**config.mk**
```make
export PLATFORM = sky130hd
export DESIGN_NAME = addr_region_router
export DESIGN_NICKNAME = d
export VERILOG_FILES = /design/src/rtl/addr_region_router.sv
export SDC_FILE = /design/constraint.sdc
export NUM_CORES = 1
export LEC_CHECK = 0
export CORE_MARGIN = 5
export CORE_UTILIZATION = 30
export CTS_BUF_LIST = sky130_fd_sc_hd__clkbuf_4
export DETAILED_ROUTE_END_ITERATION = 12
export GPL_TIMING_DRIVEN = 0
export PLACE_DENSITY = 0.76
export SYNTH_ARGS = -nofsm -noshare
export SYNTH_HDL_FRONTEND = slang
export SYNTH_SLANG_ARGS = --single-unit
export TNS_END_PERCENT = 100
```
**constraint.sdc**
```tcl
create_clock -name clk -period 3.53 [get_ports clk]
set_input_delay 0.8825 -clock clk [delete_from_list [all_inputs] [get_ports clk]]
set_output_delay 0.8825 -clock clk [all_outputs]
set_load 0.05 [all_outputs]
```
**src/rtl/addr_region_router.sv**
```systemverilog
// addr_region_router
//   Routes a single master request channel to NUM_SLAVES slave ports using
//   per-region base/size parameters. Each slave sees an offset address relative
//   to its region base. A request can only switch to a different slave once
//   every outstanding transaction has drained, so responses always return in
//   order. Addresses outside every region get an internal decode-error response.
//
// Ports
//   clk, rst          clock, synchronous active-high reset
//   req_*             master request channel (valid/ready, addr, we, wdata)
//   s_req_valid       per-slave request valid (one-hot or zero)
//   s_req_ready       per-slave ready
//   s_req_addr/we/wdata  shared forwarded request fields (addr is region-relative)
//   s_rsp_valid       per-slave response valid (one per accepted request)
//   s_rsp_rdata       per-slave read data, slave i at [i*DATA_W +: DATA_W]
//   rsp_valid         registered response pulse to the master (no backpressure)
//   rsp_rdata         response data, holds its value between pulses
//   rsp_err           decode-error flag, qualified by rsp_valid
//   spurious_rsp      sticky flag: response from a non-current slave or with nothing outstanding
module addr_region_router #(
  parameter int NUM_SLAVES = 2,
  parameter int ADDR_W     = 32,
  parameter int DATA_W     = 32,
  parameter int MAX_OUT    = 4,
  parameter logic [NUM_SLAVES*ADDR_W-1:0] REGION_BASE = {32'h80000000, 32'h00000000},
  parameter logic [NUM_SLAVES*ADDR_W-1:0] REGION_SIZE = {32'h10000000, 32'h40000000},
  parameter logic [DATA_W-1:0]            ERR_DATA    = 32'hDEADBEEF
) (
  input  logic                         clk,
  input  logic                         rst,
  input  logic                         req_valid,
  output logic                         req_ready,
  input  logic [ADDR_W-1:0]            req_addr,
  input  logic                         req_we,
  input  logic [DATA_W-1:0]            req_wdata,
  output logic [NUM_SLAVES-1:0]        s_req_valid,
  input  logic [NUM_SLAVES-1:0]        s_req_ready,
  output logic [ADDR_W-1:0]            s_req_addr,
  output logic                         s_req_we,
  output logic [DATA_W-1:0]            s_req_wdata,
  input  logic [NUM_SLAVES-1:0]        s_rsp_valid,
  input  logic [NUM_SLAVES*DATA_W-1:0] s_rsp_rdata,
  output logic                         rsp_valid,
  output logic [DATA_W-1:0]            rsp_rdata,
  output logic                         rsp_err,
  output logic                         spurious_rsp
);

  localparam int TGT_W = $clog2(NUM_SLAVES + 1);
  localparam int CNT_W = $clog2(MAX_OUT + 1);
  // Target index one past the last slave denotes "no region hit".
  localparam logic [TGT_W-1:0] ERR_TGT = TGT_W'(NUM_SLAVES);

  logic [CNT_W-1:0]  r_cnt;
  logic [TGT_W-1:0]  r_cur_tgt;
  logic              r_err_pend;
  logic              r_rsp_valid;
  logic [DATA_W-1:0] r_rsp_rdata;
  logic              r_rsp_err;
  logic              r_spurious;

  logic [NUM_SLAVES-1:0] w_hit;
  logic [TGT_W-1:0]      w_tgt;
  logic [ADDR_W-1:0]     w_base;
  logic                  w_is_err;
  logic                  w_sel_ready;
  logic                  w_stall;
  logic                  w_accept;
  logic                  w_acc_map;
  logic                  w_acc_err;
  logic [NUM_SLAVES-1:0] w_cur_oh;
  logic [DATA_W-1:0]     w_cur_rdata;
  logic                  w_rsp_take;
  logic                  w_spurious;

  // Region compare is done one bit wider than the address so that a region
  // ending exactly at 2^ADDR_W does not wrap to zero.
  generate
    for (genvar gi = 0; gi < NUM_SLAVES; gi++) begin : g_hit
      localparam logic [ADDR_W:0] BASE_X = {1'b0, REGION_BASE[gi*ADDR_W +: ADDR_W]};
      localparam logic [ADDR_W:0] END_X  = BASE_X + {1'b0, REGION_SIZE[gi*ADDR_W +: ADDR_W]};
      assign w_hit[gi] = ({1'b0, req_addr} >= BASE_X) && ({1'b0, req_addr} < END_X);
    end
  endgenerate

  // Scan from the highest index down so the lowest-index hit is the one left.
  always_comb begin
    w_tgt  = ERR_TGT;
    w_base = '0;
    for (int i = NUM_SLAVES - 1; i >= 0; i--) begin
      if (w_hit[i]) begin
        w_tgt  = TGT_W'(i);
        w_base = REGION_BASE[i*ADDR_W +: ADDR_W];
      end
    end
  end

  assign w_is_err = (w_tgt == ERR_TGT);

  always_comb begin
    w_sel_ready = 1'b0;
    for (int i = 0; i < NUM_SLAVES; i++) begin
      if (w_tgt == TGT_W'(i)) begin
        w_sel_ready = s_req_ready[i];
      end
    end
  end

  // r_cur_tgt never holds ERR_TGT, so the last term is already covered by the
  // ordering term; it is kept to make the error-vs-outstanding rule explicit.
  assign w_stall = (r_cnt == CNT_W'(MAX_OUT))
                 || ((r_cnt != '0) && (w_tgt != r_cur_tgt))
                 || r_err_pend
                 || (w_is_err && (r_cnt != '0));

  assign req_ready = !w_stall && (w_is_err || w_sel_ready);

  generate
    for (genvar gi = 0; gi < NUM_SLAVES; gi++) begin : g_sreq
      assign s_req_valid[gi] = req_valid && !w_stall && (w_tgt == TGT_W'(gi));
    end
  endgenerate

  assign s_req_addr  = req_addr - w_base;
  assign s_req_we    = req_we;
  assign s_req_wdata = req_wdata;

  assign w_accept  = req_valid && req_ready;
  assign w_acc_map = w_accept && !w_is_err;
  assign w_acc_err = w_accept && w_is_err;

  always_comb begin
    w_cur_oh    = '0;
    w_cur_rdata = '0;
    for (int i = 0; i < NUM_SLAVES; i++) begin
      if (r_cur_tgt == TGT_W'(i)) begin
        w_cur_oh[i] = 1'b1;
        w_cur_rdata = s_rsp_rdata[i*DATA_W +: DATA_W];
      end
    end
  end

  assign w_rsp_take = (|(s_rsp_valid & w_cur_oh)) && (r_cnt != '0);
  assign w_spurious = (|(s_rsp_valid & ~w_cur_oh)) || ((|s_rsp_valid) && (r_cnt == '0));

  always_ff @(posedge clk) begin
    if (rst) begin
      r_cnt       <= '0;
      r_cur_tgt   <= '0;
      r_err_pend  <= 1'b0;
      r_rsp_valid <= 1'b0;
      r_rsp_rdata <= '0;
      r_rsp_err   <= 1'b0;
      r_spurious  <= 1'b0;
    end else begin
      r_rsp_valid <= 1'b0;
      // A mapped response and a pending error can never coincide: an error is
      // only accepted with nothing outstanding, and nothing is accepted while
      // the error is pending.
      if (w_rsp_take) begin
        r_rsp_valid <= 1'b1;
        r_rsp_rdata <= w_cur_rdata;
        r_rsp_err   <= 1'b0;
      end else if (r_err_pend) begin
        r_rsp_valid <= 1'b1;
        r_rsp_rdata <= ERR_DATA;
        r_rsp_err   <= 1'b1;
      end

      // The stall while pending blocks a new error accept, so this also clears it.
      r_err_pend <= w_acc_err;

      if (w_acc_map) begin
        r_cur_tgt <= w_tgt;
      end

      case ({w_acc_map, w_rsp_take})
        2'b10:   r_cnt <= r_cnt + CNT_W'(1);
        2'b01:   r_cnt <= r_cnt - CNT_W'(1);
        default: r_cnt <= r_cnt;
      endcase

      if (w_spurious) begin
        r_spurious <= 1'b1;
      end
    end
  end

  assign rsp_valid    = r_rsp_valid;
  assign rsp_rdata    = r_rsp_rdata;
  assign rsp_err      = r_rsp_err;
  assign spurious_rsp = r_spurious;

endmodule

```
==> results by group <==
Layout
  • Final antenna diode count: 0
  • Synthesis-to-finish area growth: 75.28%
  • Ratio of cells with drive above 1 in the final layout: 16.90%
  • Final cell count without fillers: 605
  • Final layout net count: 634

Floorplan
  • Effective utilization at floorplan: 30.33%
  • Area enclosed by the die boundary: 10650 um2
  • Top-level I/O count: 239
  • Vertical die dimension: 103.2 um
  • Die span in x: 103.2 um
  • Area of the core: 8593 um2
  • Cell Rows: 34

Clocking
  • Maximum level of the CTS H-tree: 2
  • Sink count of the clock tree: 41
  • CTS tree: yes
  • Setup repair bufs after CTS: 0
  • Worst skew pair latency: 350 ps
  • Maximum clock insertion buffer count: 2
  • Root cell of the clock tree: clkbuf_4
  • Clock buffers created by TritonCTS: 5
  • CTS clk-pin slew, worst paths: 120 ps

Global route
  • Global-route wire length before repair: 13560 um
  • GRT met2 Usage: 30.29%
  • Initial antenna violation count: 0
  • Number of global-route vias before repair: 2922
  • Remaining Overflow, GRT: 0
  • Global Route Usage Sum: 16.33%
  • Pin count of the biggest net entering global routing: 14
  • Met3 track demand over resource in global routing: 6.372%
  • Routing usage on met1: 17.11%
  • Busiest metal layer after global routing: met2

Route
  • Number of DRC violations after detailed routing: 0
  • Residual antenna-violating net count after detailed routing: 0
  • Vias: 2818
  • Via-per-instance ratio: 4.658
  • First drt pass iteration count: 4
  • Total wire length: 9195 um
  • DRC violation total after the first TritonRoute iteration: 55
  • WL per Instance: 15.20 um

STA
  • Final critical delay including setup and external delays: 3402 ps
  • Total Negative Setup Slacks: 0 ps
  • Achievable Freq: 294.0 MHz
  • Worst-case hold slack: 456.8 ps
  • Worst relative slew slack: 51.06%
  • Slew of the pin with the lowest slew margin: 734.1 ps
  • Count of final setup violators: 0
  • Clock skew after layout: 16.94 ps
  • Post-route clock period utilization: 96.37%
  • Slack of the critical path: 128.1 ps
  • Count of endpoints failing hold in the final timing report: 0
  • RSZ-0062 raised after global routing: no
  • Final slew viol count: 0

Yosys
  • #FFs+latches synth: 41
  • Flip-flop cell with the highest count after synthesis: dfxtp_1
  • Post-synthesis sequential area ratio: 31.49%
  • Number of instances in the synthesized netlist: 314
  • Area of the mapped netlist: 2606 um2
  • Most numerous cell types in the synthesized netlist: buf_4 (65), dfxtp_1 (41), a21oi_1 (39)
  • Number of enable flip-flop cells after synthesis: 0
  • Syn_area_per_cell: 8.300 um2
  • Area share of the largest cell type after synthesis: 31.49%
  • Post-Synthesis Net Count: 452
  • Count of warnings emitted by yosys: 0
  • Cell with the most instances after synthesis: buf_4
  • Number of unique standard cell types used by synthesis: 33
  • Cells taking the most area after synthesis: dfxtp_1 (31%), buf_4 (19%), mux2i_1 (13%)
  • Cell type with the highest aggregate area in the netlist: dfxtp_1
  • Asr flop ratio synth: 0%

Pwr
  • Power density of the placed cells: 442.6 nW/um2
  • Sw frac: 44.26%
  • Proportion of power drawn by the clock network: 15.3%
  • Sequential share of power: 29.2%
  • Sw Pwr: 894.7 uW
  • Leakage power of the design: 0.001688 uW
  • Relative contribution of combinational cells to total power: 55.5%
  • Internal power: 1127 uW
  • Largest vdd supply drop: 204.7 uV
  • Pwr Total: 2022 uW

Worst setup path
  • CP arrival: 2520 ps
  • Stages on the worst setup path: 6
  • Largest stage delay on the critical path: 530 ps
  • CP max stage cell: or4_4
  • Type of destination of the critical path: primary output
  • Critical setup path kind: in -> out
  • Ordered cell list for the critical path: clkdlybuf4s50_1, nor2_2, a31oi_1, or4_4, nor2_1, buf_4
  • Worst reg2reg path depth: 11
  • Crit Reg-Reg Startpoint: r_cur_tgt[1]
  • Worst reg2reg path endpoint: r_cnt[2]
  • Family with the most delay on the worst path: simple AND/OR/NAND/NOR gates
  • Data required time at the worst endpoint: 2650 ps
  • Critical path peak fanout: 4
  • Buffer and inverter count on the worst path: 2
  • Slack of the worst reg-to-reg path: 870 ps
  • Setup crit start kind: primary input

Run status
  • Status: finished, final reports clean

Run
  • Max-capacitance violation count: 0

Min path
  • Hold Path Stages: 2
  • Hold Crit Start: spurious_rsp
  • Hold Path Sink: spurious_rsp
  • Kind of path behind the tightest hold check: reg -> reg

Place
  • Post-Place Worst Slack: -577.0 ps
  • DP Cell Count: 597
  • Final HPWL DP: 7688 um
  • Buffers added on ports: 175
  • Final weighted congestion in routability-driven placement: 0.7826
-- metrics by stage --
stage,util [%],instance area [um2]
floorplan,-,2606
global placement,52.29,4493
detailed placement,52.29,4493
CTS,53.16,4568
global route,53.16,4568
finish,53.16,4568
-- placed cells by master, fill, tap and decap left out, drive strengths merged, types with 2 or more instances in the layout --
cell type	n
nor3	3
inv	6
xor2	2
or3	36
clkbuf	22
buf	74
mux2i	33
clkinv	2
mux2	2
o21ai	25
a21oi	39
nor2	13
nand3	8
dfxtp	41
nor2b	2
a31oi	2
clkdlybuf4s50	172
-- how the worst max path moves through the flow --
stage | start | endpoint | slack, ps
2_1_floorplan | req_addr[31] | s_req_valid[0] | 180
3_3_place_gp | req_addr[29] | s_req_valid[1] | -530
3_5_place_dp | req_addr[29] | s_req_valid[1] | -580
4_1_cts | req_addr[28] | req_ready | 20
5_1_grt | req_addr[29] | s_req_valid[0] | 20
6_report | req_addr[29] | s_req_valid[1] | 130
-- power by group through the flow --
| stage | combinational [uW] | sequential (uW) | clock [uW] |
|---|---|---|---|
| floorplan | 468 | 862 | 0 |
| global placement | 1120 | 597 | 0 |
| detailed placement | 1140 | 599 | 0 |
| CTS | 1140 | 590 | 319 |
| global route | 1200 | 601 | 337 |
| finish | 1120 | 590 | 309 |
-- state kept, by name (all words and copies together) (netlist names) --
name          cells
r_err_pend        1
rsp_valid         1
r_cnt             3
rsp_rdata        32
spurious_rsp      1
rsp_err           1
r_cur_tgt         2
-- worst min-delay path: cells and delay by family, from the launching register on --
| family | cells | cell delay, ps |
|---|---|---|
| AO/OA/AOI/OAI | 1 | 50 |
| flip-flops | 1 | 330 |
| buffers and inverters | 1 | 50 |
-- cells by family after synthesis --
kind of cell	Yosys count	synth area share, %
XOR/XNOR	2	0.6722
AO/OA/AOI/OAI	70	13.97
adder cells (fa/ha/maj)	2	1.248
AND/OR/NAND/NOR	69	15.41
flip-flops	41	31.49
multiplexers	35	13.54
buffers and inverters	95	23.67
-- per-layer routing --
metal	wire length (um)	vias to the layer above	part of all wire, %
met5	0	-	0
met4	85	0	0.92
met3	1172	10	13
met2	4554	159	50
met1	3383	1258	37
li1	-	1391	-
-- timing repair --
item / CTS / global route
endpoints found under the setup margin: 3 / 3
hold buffers: 0 / 0
gates cloned: 0 / 0
pin swaps: 0 / 0
gates resized for setup: 15 / 4
-- cell type report --
type / count / area, um2
clock buffer: 5 / 37.54
buffer: 88 / 590.6
tap: 108 / 135.1
timing repair buffer: 175 / 1742
inverter: 7 / 26.28
fill: 790 / 4025
sequential: 41 / 820.8
multi-input combinational: 178 / 1175
clock inverter: 3 / 41.29
Power figures use the tool's default switching activity.
